<file path="src/rtl/cond_exec_controller.sv">
// Purpose: ARM-style conditional-execution controller: flag register, condition evaluation, flag-hazard stall, branch flush, statistics.
// Latency: decisions are combinational in the ID cycle; flags written by EX are visible to ID one cycle later.
// Backpressure: stall holds PC and IF/ID for exactly one cycle on a flag hazard; flush drops the ID slot for one cycle after a taken branch.
//
// Ports:
//   clk, rst                      clock, asynchronous active-high reset
//   id_valid, id_cond, id_is_branch   instruction in ID: valid, condition field, branch flag
//   ex_valid, ex_set_flags, ex_flags  instruction in EX: valid, S bit, ALU flags {N,Z,C,V}
//   cnt_clr                       synchronous clear of the statistics counters
//   status_register               current {N,Z,C,V}
//   stall, flush                  pipeline control
//   id_exec, id_kill, branch_taken    ID decision
//   exec_count, kill_count        saturating statistics counters
module cond_exec_controller #(
    parameter int CNT_W = 16
) (
    input  logic             clk,
    input  logic             rst,
    input  logic             id_valid,
    input  logic [3:0]       id_cond,
    input  logic             id_is_branch,
    input  logic             ex_valid,
    input  logic             ex_set_flags,
    input  logic [3:0]       ex_flags,
    input  logic             cnt_clr,
    output logic [3:0]       status_register,
    output logic             stall,
    output logic             flush,
    output logic             id_exec,
    output logic             id_kill,
    output logic             branch_taken,
    output logic [CNT_W-1:0] exec_count,
    output logic [CNT_W-1:0] kill_count
);

    typedef enum logic [1:0] {
        S_RUN   = 2'd0,
        S_STALL = 2'd1,
        S_FLUSH = 2'd2
    } state_t;

    localparam logic [3:0] COND_AL = 4'b1110;

    state_t state;
    logic   pass;
    logic   hazard;
    logic   flag_n, flag_z, flag_c, flag_v;

    assign {flag_n, flag_z, flag_c, flag_v} = status_register;

    always_comb begin
        pass = 1'b0;
        case (id_cond)
            4'b0000: pass = flag_z;
            4'b0001: pass = ~flag_z;
            4'b0010: pass = flag_c;
            4'b0011: pass = ~flag_c;
            4'b0100: pass = flag_n;
            4'b0101: pass = ~flag_n;
            4'b0110: pass = flag_v;
            4'b0111: pass = ~flag_v;
            4'b1000: pass = flag_c & ~flag_z;
            4'b1001: pass = ~flag_c | flag_z;
            4'b1010: pass = (flag_n == flag_v);
            4'b1011: pass = (flag_n != flag_v);
            4'b1100: pass = ~flag_z & (flag_n == flag_v);
            4'b1101: pass = flag_z | (flag_n != flag_v);
            4'b1110: pass = 1'b1;
            default: pass = 1'b0;
        endcase
    end

    // Only RUN can raise a hazard: in STALL the producing instruction has
    // already written the flags, so ID may evaluate against them directly.
    assign hazard = (state == S_RUN) & id_valid & (id_cond != COND_AL)
                  & ex_valid & ex_set_flags;

    // Outputs are gated by rst so a reset asserted mid-cycle drops
    // stall/flush immediately rather than at the next edge.
    always_comb begin
        stall        = 1'b0;
        flush        = 1'b0;
        id_exec      = 1'b0;
        id_kill      = 1'b0;
        branch_taken = 1'b0;
        if (!rst) begin
            if (state == S_FLUSH) begin
                flush = 1'b1;
            end else begin
                stall        = hazard;
                id_exec      = id_valid & ~hazard & pass;
                id_kill      = id_valid & ~hazard & ~pass;
                branch_taken = id_valid & ~hazard & pass & id_is_branch;
            end
        end
    end

    always_ff @(posedge clk or posedge rst) begin
        if (rst) begin
            state <= S_RUN;
        end else begin
            case (state)
                S_RUN: begin
                    if (hazard)            state <= S_STALL;
                    else if (branch_taken) state <= S_FLUSH;
                    else                   state <= S_RUN;
                end
                S_STALL: begin
                    if (branch_taken) state <= S_FLUSH;
                    else              state <= S_RUN;
                end
                default: state <= S_RUN;
            endcase
        end
    end

    always_ff @(posedge clk or posedge rst) begin
        if (rst) begin
            status_register <= 4'b0000;
        end else if (ex_valid && ex_set_flags) begin
            status_register <= ex_flags;
        end
    end

    // Counters saturate at all-ones; clear wins over a same-cycle increment.
    always_ff @(posedge clk or posedge rst) begin
        if (rst) begin
            exec_count <= '0;
            kill_count <= '0;
        end else if (cnt_clr) begin
            exec_count <= '0;
            kill_count <= '0;
        end else begin
            if (id_exec && (exec_count != {CNT_W{1'b1}}))
                exec_count <= exec_count + CNT_W'(1);
            if (id_kill && (kill_count != {CNT_W{1'b1}}))
                kill_count <= kill_count + CNT_W'(1);
        end
    end

endmodule

</file>
<file path="config.mk">
export PLATFORM = sky130hd
export DESIGN_NAME = cond_exec_controller
export DESIGN_NICKNAME = d
export VERILOG_FILES = /design/src/rtl/cond_exec_controller.sv
export SDC_FILE = /design/constraint.sdc
export NUM_CORES = 1
export LEC_CHECK = 0
export ABC_AREA = 1
export BUFFER_PORTS_ARGS = -buffer_cell sky130_fd_sc_hd__buf_4
export CAP_MARGIN = 20
export CORE_MARGIN = 4
export CORE_UTILIZATION = 40
export CTS_CLUSTER_DIAMETER = 100
export DETAILED_ROUTE_END_ITERATION = 16
export PLACE_DENSITY_LB_ADDON = 0.1
export SLEW_MARGIN = 20
export SYNTH_ARGS = -nofsm -noshare
export SYNTH_HDL_FRONTEND = slang
export SYNTH_SLANG_ARGS = --single-unit
export TNS_END_PERCENT = 20
</file>
<file path="constraint.sdc">
create_clock -name clk -period 7.2 [get_ports clk]
set_input_delay 1.44 -clock clk [delete_from_list [all_inputs] [get_ports clk]]
set_output_delay 1.44 -clock clk [all_outputs]
set_load 0.01 [all_outputs]
</file>
==> metrics list, run 1 <==
- Residual DRC count: 0
- In this run, synthesis inferred 0 flip-flops with an integrated enable.
- By area, the combinational part of the netlist is dominated by simple AND/OR/NAND/NOR gates.
- Setup violations remaining at the end of the flow were counted as 0.
* Area share of the largest cell type after synthesis: 36.2%
- The internal power of the cells totals 0.000325 W.
- The initial antenna violation count was 0.
- The min-delay analysis places its worst path in the category flop to flop.
* Number of iterations in the first detailed-routing pass: 4
- Cell at the root of the clock tree: clkbuf_8
- Tcrit/Tclk final: 59.7%
- Synthesis inferred 38 register bits.
- The number of max-slew violations in the final report came to 0.
- Area growth, synth to finish: 20.9%
* Total overflow reported by the global router: 0
* Portion of total power attributed to sequential cells: 49.9%
* Synthesized-area fraction occupied by and/or/nand/nor cells: 46.6%
* Sum of routed wire length over all layers: 6320 um
* Total of max-cap violations: 0
* Final ANT Viol Nets: 0
- TritonCTS built the clock tree.
* Net Count, Synth: 403
- Net switching fraction of the power: 30.7%
* Yosys top cell by area: dfrtp_1
- Total of warnings raised by yosys: 0
* Post-Synthesis Cell Area: 0.00263 mm2
* Global placer's final weighted congestion: 0.875
- The floorplan has 29 rows.
- Data arrival time of the critical path: 2.86 ns
- STA puts the critical path data required time at 5.76 ns.
* Largest voltage drop on the vdd net: 0.0000936 V
- Fraction of the mapped netlist area in adder cells: 0.952%
* Placed wire-length estimate after detailed placement: 4670 um
* Summed negative setup slack over all endpoints: 0 ns
- The post-route netlist has 17.8% of its cells at a drive strength greater than 1.
- Post-CTS Setup Repair Bufs: 0
* Routed vias: 2509
- The analysis attributes to net switching a power of 0.000144 W.
* Fraction of the mapped netlist area in compound gates: 1.24%
* FILL cells: 677
- Fmax: 233 MHz
* Routed WL per cell: 12.3 um
* Share of the synthesized netlist area taken by xor and xnor gates: 7.67%
- Clock edge transition at the registers on the reported setup and hold paths: 0.07 ns
- Commonest cells post-synth: nand2_1, nor2_1, nand3_1
- Worst path top cell family by delay: simple AND/OR/NAND/NOR gates
* Multiplexer area fraction after synthesis: 0.429%
- From left edge to right edge, the die measures 89.1 um.
* Pin count of the biggest net entering global routing: 40
* Sequential area share after synthesis: 36.2%
- The die is 89.1 um tall.
- Among all flip-flop cells after synthesis, the most frequent one is dfrtp_1.
* Hold violation total from the final report: 0
- Counting along the longest clock path gives a buffer depth of 2.
- Syn Area/Cell: 6.81 um2
* Slowest cell on the critical path: buf_4
- Part of the total power dissipated in the clock network: 31.3%
- Core Footprint: 0.00635 mm2
* Portion of total power attributed to combinational logic: 18.7%
- Leakage component of the power: 1.56 nW
- Ys async rst share: 100%
- Dividing the detail-routed via count by the number of cells gives 4.86.
* Critical Path Sink Type: primary output
* Top cells by area, synth: dfrtp_1, nand2_1, nand3_1, nor2_1, xor2_1
* Starting Density: 41.4%
* Cts hold-fix bufs: 0
* Kind of start point of the critical path: primary input
- The number of buffers and inverters on the critical path is 4.
- In the synthesized netlist, the number of instances is 386.
* Total Die Area: 0.00793 mm2
- CTS Buf Count: 5
- Clock latency on the worst-skew pair, taken at its later pin, is 0.29 ns.
- Power density normalized to cell area: 148 mW/mm2
- Port Buffer Count: 55
* Critical path, cell by cell: buf_4 > inv_1 > buf_4 > nand3_1 > nor2_8 > nand2_1 > nor2_1 > buf_4
- The most common cell in the synthesized netlist is nand2_1.
- Unrepaired setup endpoints after global routing: no
- Number of DRC violations after detailed-routing iteration 0: 52
- Delay of the slowest cell on the worst path: 0.41 ns
- In this run the tightest slew margin relative to its limit is 67.9%.
* Via count of the first global-routing pass: 2469
- Path type of the worst setup path: primary input to primary output
- The repair_antennas step left the layout with diodes totalling 0.
- Clock tree skew after final layout: 0.0112 ns
- Of all nets on the critical path, the largest fanout is 39.
* Sum of internal, switching and leakage power: 0.000469 W
- For the pin with the worst max-slew slack, the measured transition is 0.481 ns.
* Post-cts repair resize count: 0
- Distinct cells, synth: 30
- Final-stage net count: 455
- The first global-routing pass estimated 11100 um of wire.
- The most numerous cell type found on the critical path is buf_4.
- Total GRT Usage: 17.5%
- Subtracting the final worst setup slack from the clock period gives 4.30 ns.
* H-tree levels: 2
- Number of primary I/O pins: 56
* Result of the run: complete, no violations
- The clock net in this run drives a total of 38 sinks.
==> worst paths after layout <==
path	cells past startpoint	startpoint	to	slack (ns)
worst max-delay path	8	rst	branch_taken	2.90
worst min-delay path	1	state[1]	state[1]	0.48
worst max register to register	10	kill_count[0]	kill_count[6]	5.16
worst min register to register	1	state[1]	state[1]	0.48
max in group asynchronous	3	rst	kill_count[10]	5.59
min in group asynchronous	3	rst	exec_count[9]	1.28
==> routing by layer <==
| metal | share of wire [%] | vias up | track usage [%] |
|---|---|---|---|
| li1 | - | 1317 | - |
| met2 | 48 | 39 | 29.6 |
| met1 | 47 | 1146 | 23.6 |
| met3 | 4.0 | 7 | 2.49 |
| met4 | 1.0 | 0 | 4.47 |
| met5 | 0 | - | 0 |
==> flip-flops by register name (all words and copies together) (netlist names) <==
name / count
kill_count: 16
state: 2
exec_count: 16
status_register: 4
==> layout make-up <==
cell class	count	area [um2]	area share, %
flip-flops and latches	38	951	29.9
multi-input cells	305	1490	47.0
clock buffers	5	68.8	2.17
well taps	77	96.3	3.03
inverters	31	116	3.66
clock inverters	3	21.3	0.670
repair buffers	57	428	13.5
==> through the flow <==
stage	utilization (%)	cell area (um2)	setup slack, ns	cells	hold WS (ns)
final	50.0	3180	2.90	516	0.480
after global routing	50.0	3180	2.68	516	0.525
after CTS	50.0	3180	2.83	516	0.487
after detailed placement	48.6	3090	2.83	508	0.476
after global placement	48.6	3090	2.86	508	0.476
after floorplan	-	2630	2.62	386	0.432
==> kinds of logic (layout without fill, tap and decap cells) <==
| logic type | Yosys count | after routing |
|---|---|---|
| flops | 38 | 38 |
| simple gates | 273 | 273 |
| fa+ha+maj | 2 | 2 |
| mux | 1 | 1 |
| compound gates | 6 | 6 |
| xor+xnor | 23 | 23 |
| buf+inv | 43 | 96 |
==> layout by cell type, fill, tap and decap left out, types with 4 or more instances in the layout <==
| master | n |
|---|---|
| dfrtp_1 | 38 |
| nand3_1 | 54 |
| a21oi_1 | 4 |
| nor2_1 | 70 |
| xnor2_1 | 5 |
| clkbuf_8 | 5 |
| nand2_1 | 118 |
| xor2_1 | 18 |
| buf_4 | 57 |
| inv_1 | 29 |
| nor3_1 | 12 |
==> power by group through the flow <==
stage	registers, W	clock network [W]	logic [W]
6_report	0.000234	0.000147	0.0000878
5_1_grt	0.000236	0.000163	0.0000997
4_1_cts	0.000234	0.000155	0.0000895
3_5_place_dp	0.000238	0	0.0000894
3_3_place_gp	0.000238	0	0.0000884
2_1_floorplan	0.000239	0	0.0000543
Note: power is estimated with default switching activity, not from simulation.
==> inputs of run 2 (changes only) <==
Clock period 7.2 ns to 3.8 ns, I/O delays scaled along.
==> run 2 against run 1 <==
Via count is 1.8% higher; clock power is 130% higher; sequential share of layout area is 0.15 points lower; cell count is the same; die area is the same; utilization up 0.26 points; highest routed layer unchanged.
==> metrics list, run 2 (same netlist as run 1, synthesis figures left out) <==
* Path type of the worst setup path: primary input to primary output
* Crit path top cell by count: nand2_1
* Required time reported for the critical path endpoint: 3.04 ns
- The flow ran to the end, and the final reports show no timing, DRC or antenna violations.
- Counting every sink on the clock net gives 38.
* Power density normalized to cell area: 298 mW/mm2
- Starting Density: 41.4%
- After clock tree synthesis, the clock-pin slew on the worst setup and hold paths is 0.07 ns.
- Fraction of final layout cells sized beyond drive strength 1: 17.3%
- The floorplan step defined a die boundary enclosing 0.00793 mm2.
- The number of antenna diodes in the final layout is 0.
* Clock tree buffer depth: 2
- Number of iterations in the first detailed-routing pass: 6
* Max transition margin: 50.5%
- Clock tree synthesis inserted a total of 5 buffers.
- Die Ht: 89.1 um
- Slowest cell on the critical path: nor3_1
* Post-cts repair resize count: 0
- After detailed routing, the average wire length per cell comes to 12.5 um.
* Largest registers: exec_count (16), kill_count (16), status_register (4)
* Delay of the slowest cell on the worst path: 0.16 ns
- The via count of the first global-routing pass is 2361.
- Global routing used 17.7% of the available tracks.
- The first routing iteration left 96 violations.
* Area taken by multi-input logic gates: 0.00149 mm2
* Cell at the root of the clock tree: clkbuf_8
- Tcrit/Tclk final: 67.9%
* TritonCTS clock tree: yes
- Cts hold-fix bufs: 0
* Leakage component of the power: 1.57 nW
* Commonest cells after routing, fill and taps aside: nand2_1, nor2_1, buf_4
* Worst Hold Slack: 0.495 ns
* Data arrival time of the critical path: 1.82 ns
- Hold Startpoint: state[1]
* Core Footprint: 0.00635 mm2
* Hold violation total from the final report: 0
* Number of primary I/O pins: 56
- R2r endpoint: kill_count[6]
- Counting the fill cells in the layout gives 673.
* Worst reg2reg path depth: 10
* Global placer's final weighted congestion: 0.862
- The worst path in the final design needs a cycle of 2.58 ns, including I/O delays and setup.
* Largest voltage drop on the vdd net: 0.000174 V
- Along the worst path, the maximum fanout reaches 4.
- Num rows: 29
* Final setup violation count: 0
- The HPWL after detailed placement is 4670 um.
- In the final layout, flip-flops and latches occupy 951 um2.
* Unrepaired setup endpoints after global routing: no
* Sum of routed wire length over all layers: 6450 um
- Relative to the synthesized area, the layout overhead comes to 21.5%.
- STA classifies the critical path startpoint as a primary input.
- Max Transition Viols Final: 0
- For this run the aggregate overflow at the end of global routing stands at 0.
* Post-CTS Setup Repair Bufs: 0
- Pin count of the biggest net entering global routing: 39
- Summed negative setup slack over all endpoints: 0 ns
* Width of the die: 89.1 um
- Port Buffer Count: 55
- The worst setup path is captured at a primary output.
- Critical path, cell by cell: buf_4 > inv_1 > nor2_1 > nand3_1 > nand2_1 > nand2_1 > nand2_1 > nor2_4 > nand2_2 > nor3_1 > buf_4
- In this run the remaining antenna-violating nets after routing total 0.
- Clock tree skew after final layout: 0.00375 ns
* Final-stage net count: 455
* Vias per cell: 4.95
- Launch point of the worst path: id_cond[3]
* Total of max-cap violations: 0
- For this run, design rule violations remaining after detail routing come to 0.
- At the pin with the least slew margin, the transition time is 0.737 ns.
- The critical path ends at id_kill.
* Number of cells on the worst hold path: 1
* Number of cells after detailed placement: 508
- The initial antenna violation count came to 0.
* Non-filler cells, final: 516
- The first global-routing pass estimated 11100 um of wire.
- The clock tree synthesis step divided the H-tree into 2 levels.
* Class of the most critical hold timing path: flop to flop
- Reg2Reg Launch Point: kill_count[0]
- Slack of the worst reg-to-reg path: 1.76 ns
- Routed vias: 2553
- The clock reaches the later pin of the worst-skew pair after 0.29 ns.
- Leaving out fill and tap cells, the most frequent cell in the layout is nand2_1.
* Fmax: 388 MHz
## run 2: cell count changes in the layout (fill, tap and decap cells not counted)
| cell | delta |
|---|---|
| bufinv_16 | +1 |
| clkbuf_1 | +2 |
| clkinv_2 | -1 |
| clkinv_4 | -1 |
| clkinvlp_4 | -1 |
## run 2: where the power goes
part           leakage [nW]  switching [W]  internal [W]
clock network        0.0524       0.000145      0.000197
registers             0.515      0.0000228      0.000420
logic                  1.00       0.000100     0.0000661
## run 2: area by class of cell
class	count	share of cell area [%]
Tap cell	77	3.02
Timing Repair Buffer	57	13.4
Clock buffer	7	2.39
Sequential cell	38	29.8
Multi-Input combinational cell	305	46.8
Inverter	31	3.65
Clock inverter	1	0.941
## run 2: layer usage
metal	share of wire (%)	vias up	routed length, um	track usage [%]
met5	0	-	0	0
met4	1.2	0	80	4.74
met2	46	47	2940	29.4
li1	-	1326	-	-
met1	48	1171	3120	23.8
met3	4.9	9	315	3.13
## run 2: how the worst min path moves through the flow
stage                    end
finish              state[1]
CTS                 state[1]
global route        state[1]
global placement    state[1]
detailed placement  state[1]
floorplan           state[1]
## run 2: per-stage QoR
stage | area, um2 | setup WS (ns) | utilization (%) | power, W
floorplan | 2630 | 0.583 | - | 0.000556
global placement | 3090 | 1.13 | 48.6 | 0.000619
detailed placement | 3090 | 1.13 | 48.6 | 0.000620
CTS | 3190 | 1.20 | 50.3 | 0.000968
global route | 3190 | 1.00 | 50.3 | 0.00101
finish | 3190 | 1.22 | 50.3 | 0.000951
## run 2: worst max-delay path: cells and delay by family
kind | cells | cell delay (ns)
and+or+nand+nor | 8 | 0.71
buffers and inverters | 3 | 0.36
==> inputs of run 3 (changes only) <==
Clock period 3.8 ns to 2.1 ns, I/O delays scaled along.
==> run 3 against run 2 <==
Via count is 0.98% higher; power increased by 77%; clock skew about the same; critical path type is now flop to primary output; first-iteration DRC count rose by 17%; die area did not move; sequential share of layout area is 0.99 points lower; flip-flop and latch count did not move; utilization up 1.8 points; combinational power increased by 110%; cell count up 2.3%; clock power up 56%.
==> metrics list, run 3 (same netlist as run 1, synthesis figures left out) <==
- Result of the run: complete, no violations
- The worst hold path belongs to the class primary input to async pin.
* Core Footprint: 0.00635 mm2
- The largest registers in the layout are exec_count (16), kill_count (16), status_register (4).
- Total overflow reported by the global router: 0
- Unrepaired setup endpoints after global routing: yes
- Clock tree buffer depth: 2
- Total Die Area: 0.00793 mm2
- Sum of routed wire length over all layers: 6550 um
- After filler insertion, the fill cell instance count of the layout stands at 658.
- Total GRT Usage: 17.7%
* TritonCTS clock tree: yes
- Summing all multi-input logic gate instances after layout gives 0.00153 mm2.
* Final setup violation count: 0
- Dividing the detail-routed wire length by the instance count gives 12.4 um.
- The setup path with the least slack is of type flop to primary output.
- The congestion estimate from routability-driven global placement came to 0.880.
* CTS Buf Count: 5
- The initial antenna violation count came to 0.
- Die Ht: 89.1 um
* Register cell area after layout: 952 um2
- Measured against its own limit, the worst slew margin works out to 66.6%.
- For flop-to-flop paths, the worst setup slack is 0.25 ns.
* Tcrit/Tclk final: 97.7%
* Total of max-cap violations: 0
- Post-layout utilization of the core: 52.1%
- Starting Density: 41.4%
- H-tree levels: 2
- The floorplan step set the die width to 89.1 um.
- The clock reaches the later pin of the worst-skew pair after 0.29 ns.
- The startpoint identified for the worst register-to-register timing path is exec_count[1].
- Entering global routing, the biggest net connects 39 pins.
- Port Buffer Count: 55
* Num rows: 29
- Clock-pin slew was measured on the worst setup and hold paths at 0.08 ns.
- Power density normalized to cell area: 510 mW/mm2
- Final-stage net count: 467
- 0 antenna diodes ended up in the layout.
- Residual DRC count: 0
* Final ANT Viol Nets: 0
* Fmax: 487 MHz
- Kind of start point of the critical path: flop
- The first global-routing pass estimated 11100 um of wire.
- The number of hold violations in the final report came to 0.
- The endpoint identified for the worst register-to-register timing path is exec_count[14].
* Vias per cell: 4.88
- Measured in cells, the most critical reg-to-reg path has a length of 10.
- Data arrival time of the critical path: 1.63 ns
- In the layout the commonest cells are nand2_1, nor2_1, buf_4.
- The routed layout has 2578 vias.
- Period minus WS final: 2.05 ns
* Fraction of final layout cells sized beyond drive strength 1: 22.4%
- Area growth, synth to finish: 25.8%
- Before antenna repair, the detailed router went through 4 iterations.
* Most common library cell in the layout ignoring fill and taps: nand2_1
- Critical Path Fanout Max: 4
- STA classifies the critical path endpoint as a primary output.
- CTS saw 38 sinks.
- Power comes to 0.00169 W.
- During I/O placement, the number of pins put on the boundary was 56.
* Measured slew at the worst slew-check pin: 0.501 ns
- Placed wire-length estimate after detailed placement: 4820 um
- The detailed router finished its first iteration with 112 violations.
- Worst Hold Slack: 0.293 ns
- For this design the static power due to leakage is 1.63 nW.
- Via count of the first global-routing pass: 2394
- Largest voltage drop on the vdd net: 0.000238 V
- On the final layout, the worst clock skew is 0.00332 ns.
- STA puts the critical path data required time at 1.68 ns.
- Cell at the root of the clock tree: clkbuf_8
- Max Transition Viols Final: 0
## run 3: worst max path at each step
stage,from,endpoint,depth (start not counted)
after floorplan,rst,id_exec,5
after global placement,id_cond[3],id_kill,11
after detailed placement,id_cond[2],id_kill,10
after CTS,status_register[3],branch_taken,12
after global routing,status_register[3],id_kill,11
final,status_register[3],id_kill,9
## run 3: routing by layer
layer	GRT usage, %	part of all wire, %	routed length, um	vias to the layer above
met5	0	0	0	-
met4	4.87	1.1	72	0
met3	2.95	4.2	277	7
met2	28.1	45	2960	46
met1	24.8	49	3240	1178
li1	-	-	-	1347
## run 3: cell type report
type                    count  share of cell area, %
well taps                  77                   2.91
flip-flops and latches     38                   28.8
clock buffers               7                   2.61
inverters                  31                   3.63
repair buffers             69                   15.7
multi-input cells         305                   46.2
clock inverters             1                  0.151
## run 3: metrics by stage
| step | area, um2 | instances | setup TNS (ns) | setup slack (ns) |
|---|---|---|---|---|
| 5_1_grt | 3310 | 528 | -0.179 | -0.0624 |
| 3_5_place_dp | 3140 | 515 | 0 | 0.157 |
| 3_3_place_gp | 3140 | 515 | 0 | 0.216 |
| 2_1_floorplan | 2630 | 386 | 0 | 0.0289 |
| 4_1_cts | 3260 | 525 | 0 | 0.0157 |
| 6_report | 3310 | 528 | 0 | 0.0483 |
## run 3: what timing repair did
action,in CTS,in global routing
pin swaps,0,3
hold buffers,0,0
resized for setup,3,9
buffers inserted,2,3
setup endpoints to repair,3,4
## run 3: power breakdown
part	switching (W)	total (W)	leakage (nW)	internal [W]
clock	0.000267	0.000533	0.0482	0.000265
sequential	0.0000358	0.000797	0.513	0.000761
combinational	0.000204	0.000355	1.06	0.000151
## run 3: worst max-delay path: stages, from the launching register on
cell and delay [ns]:
dfrtp_1 0.42, buf_4 0.16, nand3_1 0.08, nand2_1 0.06, nand2_1 0.07, nand3_2 0.08, nor2_4 0.14, nand2_4 0.07
nor3_2 0.11, buf_4 0.14
